## src/rtl/imem_loader.sv

```systemverilog
// Instruction-memory loader: assembles a little-endian byte stream into 32-bit words
// and writes them at ascending addresses, holding the CPU off the memory while loading.
module imem_loader #(
  parameter int          MEM_BYTES = 1024,
  parameter logic [31:0] HALT_WORD = 32'hFFFFFFFF
) (
  input  logic        clk,
  input  logic        reset,
  input  logic        start_load,
  input  logic [7:0]  rx_data,
  input  logic        rx_valid,
  output logic        rx_ready,
  output logic        imem_write_en,
  output logic [31:0] imem_addr_wr,
  output logic [31:0] imem_data,
  output logic        imem_read_en,
  output logic        cpu_stall,
  output logic        load_done,
  output logic        load_error,
  output logic [31:0] word_count
);

  localparam logic [31:0] LAST_ADDR = 32'(MEM_BYTES - 4);

  typedef enum logic [2:0] {
    S_IDLE,
    S_LOAD,
    S_WRITE,
    S_DONE,
    S_ERROR
  } state_t;

  state_t      r_state;
  state_t      w_next;
  logic [1:0]  r_byte_cnt;
  logic [31:0] r_addr;
  logic [31:0] r_word;
  logic [31:0] r_word_count;
  logic        w_start;
  logic        w_accept;
  logic        w_halt;
  logic        w_last;
  logic        w_rx_ready;
  logic        w_write_en;
  logic        w_read_en;
  logic        w_stall;
  logic        w_done;
  logic        w_error;

  assign w_halt   = (r_word == HALT_WORD);
  assign w_last   = (r_addr == LAST_ADDR);
  assign w_accept = (r_state == S_LOAD) && rx_valid;
  // start_load only counts in the resting states, so a partial word survives it
  assign w_start  = start_load &&
                    ((r_state == S_IDLE) || (r_state == S_DONE) || (r_state == S_ERROR));

  always_ff @(posedge clk or posedge reset) begin
    if (reset) r_state <= S_IDLE;
    else       r_state <= w_next;
  end

  always_comb begin
    w_next     = r_state;
    w_rx_ready = 1'b0;
    w_write_en = 1'b0;
    w_read_en  = 1'b0;
    w_stall    = 1'b0;
    w_done     = 1'b0;
    w_error    = 1'b0;
    case (r_state)
      S_IDLE: begin
        w_read_en = 1'b1;
        if (w_start) w_next = S_LOAD;
      end
      S_LOAD: begin
        w_rx_ready = 1'b1;
        w_stall    = 1'b1;
        if (rx_valid && (r_byte_cnt == 2'd3)) w_next = S_WRITE;
      end
      S_WRITE: begin
        w_write_en = 1'b1;
        w_stall    = 1'b1;
        // halt takes priority: a halt word in the last slot is a clean finish
        if (w_halt)      w_next = S_DONE;
        else if (w_last) w_next = S_ERROR;
        else             w_next = S_LOAD;
      end
      S_DONE: begin
        w_read_en = 1'b1;
        w_done    = 1'b1;
        if (w_start) w_next = S_LOAD;
      end
      S_ERROR: begin
        w_stall = 1'b1;
        w_error = 1'b1;
        if (w_start) w_next = S_LOAD;
      end
      default: w_next = S_IDLE;
    endcase
  end

  always_ff @(posedge clk or posedge reset) begin
    if (reset) begin
      r_byte_cnt   <= 2'd0;
      r_addr       <= 32'd0;
      r_word       <= 32'd0;
      r_word_count <= 32'd0;
    end else begin
      if (w_start) begin
        r_byte_cnt   <= 2'd0;
        r_addr       <= 32'd0;
        r_word_count <= 32'd0;
      end
      if (w_accept) begin
        r_word[{r_byte_cnt, 3'b000} +: 8] <= rx_data;
        r_byte_cnt                        <= r_byte_cnt + 2'd1;
      end
      if (r_state == S_WRITE) begin
        r_word_count <= r_word_count + 32'd1;
        if (!w_halt && !w_last) r_addr <= r_addr + 32'd4;
      end
    end
  end

  assign rx_ready      = w_rx_ready;
  assign imem_write_en = w_write_en;
  assign imem_addr_wr  = r_addr;
  assign imem_data     = r_word;
  assign imem_read_en  = w_read_en;
  assign cpu_stall     = w_stall;
  assign load_done     = w_done;
  assign load_error    = w_error;
  assign word_count    = r_word_count;

endmodule

```

## config.mk

```make
export PLATFORM = sky130hd
export DESIGN_NAME = imem_loader
export DESIGN_NICKNAME = d
export VERILOG_FILES = /design/src/rtl/imem_loader.sv
export SDC_FILE = /design/constraint.sdc
export NUM_CORES = 1
export LEC_CHECK = 0
export CORE_MARGIN = 2
export CORE_UTILIZATION = 25
export DETAILED_ROUTE_END_ITERATION = 7
export PLACE_DENSITY = 0.48
export SLEW_MARGIN = 20
export SYNTH_ARGS = -nofsm -noshare
export SYNTH_HDL_FRONTEND = slang
export SYNTH_SLANG_ARGS = --single-unit
```

## constraint.sdc

```tcl
create_clock -name clk -period 3.4 [get_ports clk]
set_input_delay 0.34 -clock clk [delete_from_list [all_inputs] [get_ports clk]]
set_output_delay 0.34 -clock clk [all_outputs]
set_load 0.02 [all_outputs]
```

# After elaboration in Yosys (flattened, before gate mapping)
# Index checks and enable logic that the tools add are counted.
# Widths: inputs -> output; s select.
# classes
add_sub_neg	4
n_eq_ne	9
reduce_logical	15
muxes	19
n_shift	2
# op_table
operator	n
$mux 32	5
$add 32x1->32 const B	1
$add 32x3->32 const B	1
$bwmux 32	1
$eq 32x10->1 const B	1
$eq 32x32->1 const B	1
$shift 8x7->32 const A	1
$shiftx 8x7->32	1
$mux 3	4
$pmux 3 s3	1
$neg 5->7	1
$eq 3x2->1 const B	2
$mux 1	6
$reduce_or 3->1	2
$logic_and 1x1->1	4
$mux 2	2
$ne 2x1->1 const B	2
$reduce_bool 2->1	2
$eq 3x1->1 const B	1
$eq 3x3->1 const B	1
$logic_not 3->1	1
$add 2x1->2 const B	1
$eq 2x2->1 const B	1
$logic_not 1->1	2
3 further kinds	4
# word_totals
out_inout_bits	102
ff_bits	101
wordCells	54

# Depth between registers and ports, before layout
# logic_depth
ltp_word	7
depth_mapped	9

# Least setup slack after synthesis
# Ideal clock, no wire load.
# synth_timing
path_kind	reg2reg
startpoint	register r_state[1]
endpoint	register r_word[0] (netlist: imem_data[0])
synth_period_minus_slack_ps	2229
stages_incl_launch_ff	9
setup_time_ps	136
n_path_buf	3
path_slack_ps	1171
arrival_ps	2093
path_cell_list	dfrtp_1 > clkbuf_1 > nor3b_1 > and2_1 > clkbuf_1 > nand2_1 > clkbuf_1 > nand2_1 > o21ai_0
# synth_via
elab_chain_cells	2
# synth_lines
item	line_no	source
start, declared	33	state_t r_state;
start signal, assigned	59	else r_state <= w_next;
$eq 3x1->1	52	assign w_accept = (r_state == S_LOAD) && rx_valid;
$logic_and 1x1->1	52	
end signal, assigned by index	115	r_word[{r_byte_cnt, 3'b000} +: 8] <= rx_data;
end, declared	37	logic [31:0] r_word;
# Every way passes these cells.
# A chain may end at the register's enable or synchronous reset.

# Final worst setup path
# layout_timing
startpoint	register r_state[1]
endpoint	output imem_write_en
# layout_via
elab_chain_cells	2
# layout_lines
item	line_no	source
$eq 3x2->1	70	case (r_state)
$mux 1	70	
end, declared	13	output logic imem_write_en,
# Every way passes these cells.

==> impl_metrics.ini <==
[run_status]
status = completed

[sta]
setup_violations = 0
tightest_slew_ps = 1030
slew_viol_final = 0
clock_skew_ps = 8.37
maxSlewHeadroom_pct = 31.1
rsz0062_at_grt = false
min_period_over_period_pct = 79.0
fmax_ghz = 0.372
tns_ps = 0
fin_crit_ps = 2690
hold_violations = 0

[cts]
post_cts_buffers = 0
ctsResizeCount = 0
cts_hold_buf = 0
clk_path_buf_depth = 2
cts_root_buf = clkbuf_16
h-tree-depth = 3
cts.sinks = 101
cts_tree = yes
worst_skew_pair.late_latency_ps = 340
cts-buffers-inserted = 9
clkTransAtPathRegs_ps = 70

[worst_setup_path]
r2r_end = word_count[30]$_DFFE_PP0P_
crit_fanout = 12
crit_arrival_ps = 2350
r2r-start = r_state[1]$_DFFE_PP0P_
crit_type = flop to output port
rrSetupSlack_ps = 740
critPathCapture = imem_write_en
startpoint_type = flop
cp_data_required_time_ps = 3060
startpoint = r_state[1]$_DFFE_PP0P_
end_kind = output port
r2r_cells = 7

[drt]
avgViaCountPerCell = 4.99
drt-initial-drc-count = 189
wire_per_inst_um = 16.3
postRouteAntennaNets = 0
first_pass_iters = 4
routed_wl_um = 15700
vias = 4812
route.detailed.drc = 0

[place]
place.detailed.hpwl_um = 11000
io_buffers = 113
post_dp_cell_area_um2 = 6730
place_congestion = 0.825

[power_and_ir_drop]
sw_frac_of_total_pct = 37.7
p_sw_mw = 1.63
comb_power_share_pct = 35.2
sequentialPowerShare_pct = 39.1
clockPowerShare_pct = 25.7
p_per_area_nw_per_um2 = 612
internal_power_mw = 2.68
peakVddDrop_v = 0.000492
p_leak_nw = 2.83
total_power_mw = 4.31

[cells_and_area]
final_common_cell = nand2_1
design_area_um2 = 7040
layout_common_cells = nand2_1 (121), clkdlybuf4s50_1 (113), dfrtp_1 (101)
fill_cells = 2120
fin_nets = 703
num_antenna_cells = 0
area_growth_pct = 32.9
drive_gt1_share_pct = 5.08

[yosys]
syn_inst = 580
ys_async_sr_fraction_pct = 100
synth-edff-count = 0
syn_area_um2 = 5300
synth_area_per_cell_um2 = 9.13
synth.area.mux_share_pct = 4.16
ys_ff_latch = 101
synth_compound_area_share_pct = 14.5
synth_cell_types = 48
synth-xor-area-share_pct = 1.65
ys.flop_type = dfrtp_1
synthAdderAreaFrac_pct = 1.65
syn-num-nets = 599
yosys_warnings = 0
synth_top_family_by_area = simple AND/OR/NAND/NOR gates
synthSimpleGateAreaFrac_pct = 26.0
seq_area_frac_synth_pct = 47.7

[global_route]
first_global_vias = 4683
grt_usage_pct = 14.3
grt_antenna_before_repair = 0
grt_pass1_wl_um = 25500
globalRouteOverflowTotal = 0
grt_max_degree = 58

[min_path]
hold_path_class = input pin to asynchronous set/reset pin

[floorplan]
io_pins = 114
dieArea_um2 = 22400
dieWidth_um = 150
fp.dieH_um = 150
start_util_pct = 25.4
row_count = 53
core_area_um2 = 20900

[job]
drv_cap = 0
## per-stage QoR
stage	hold WS, ps	setup slack (ps)	util [%]	instances
CTS	451	683	33.7	964
finish	430	713	33.7	964
detailed placement	496	730	32.2	948
floorplan	476	413	-	580
global placement	482	855	32.2	948
global route	485	450	33.7	964
## state kept, by name, indices dropped and copies added (netlist names)
name,cells
imem_addr_wr,32
imem_data,32
r_byte_cnt,2
r_state,3
word_count,32
## cell usage after synthesis, drive strengths merged (3+ instances only)
cell type,n,area [µm²]
o211ai,19,143
nor2,14,52.6
nand3,24,120
mux2i,22,220
clkbuf,20,75.1
a21oi,6,30.0
buf,10,62.6
and3,10,62.6
nand2,122,460
dfrtp,101,2530
nor4,25,199
and4,7,61.3
inv,25,93.8
and2,6,37.5
xor2,4,35.0
xnor2,6,52.6
o21ai,65,325
o31a,10,87.6
nor3b,5,37.5
nand4,29,194
o31ai,7,52.6
nor3,6,30.0
o221ai,5,43.8
or4,5,41.3
ha,7,87.6
o21a,3,22.5
## per-layer routing
metal | up-vias | track usage, % | part of all wire, %
met5 | - | 0 | 0
met4 | 0 | 5.29 | 2.0
met3 | 19 | 3.63 | 6.3
met2 | 125 | 21.7 | 45
met1 | 2351 | 19.7 | 47
li1 | 2317 | - | -
## worst max-delay path, cell delays in order (launching register included)
cell and delay, ps:
dfrtp_1 550, or3b_1 550, inv_1 100, buf_4 170, clkdlybuf4s50_1 630
## cell families (layout without fill, tap and decap cells)
group,Yosys count,after routing
buffers and inverters,55,164
flip-flops,101,101
AO/OA/AOI/OAI,123,123
AND/OR/NAND/NOR,262,262
multiplexers,22,22
XOR/XNOR,10,10
adder cells (fa/ha/maj),7,7
## worst min-delay path by stage
stage	slack, ps	from	endpoint
2_1_floorplan	480	rx_data[0]	imem_data[0]$_DFFE_PP0P_
3_3_place_gp	480	word_count[31]$_DFFE_PP0P_	word_count[31]$_DFFE_PP0P_
3_5_place_dp	500	word_count[31]$_DFFE_PP0P_	word_count[31]$_DFFE_PP0P_
4_1_cts	450	reset	word_count[21]$_DFFE_PP0P_
5_1_grt	490	reset	word_count[21]$_DFFE_PP0P_
6_report	430	reset	word_count[21]$_DFFE_PP0P_
## power groups by stage
| stage | clock (mW) | combinational (mW) | sequential [mW] |
|---|---|---|---|
| after floorplan | 0 | 0.611 | 1.86 |
| after global placement | 0 | 1.50 | 1.69 |
| after detailed placement | 0 | 1.53 | 1.69 |
| after CTS | 1.15 | 1.54 | 1.68 |
| after global routing | 1.20 | 1.65 | 1.72 |
| final | 1.11 | 1.52 | 1.69 |
## layout make-up
type,instances,area (µm²),area share (%)
clock inverter,4,72.6,1.03
sequential,101,2530,35.9
tap,275,344,4.89
timing repair buffer,123,1220,17.3
multi-input combinational,424,2550,36.2
inverter,25,96.3,1.37
clock buffer,12,236,3.36
(Power assumes the default switching activity.)
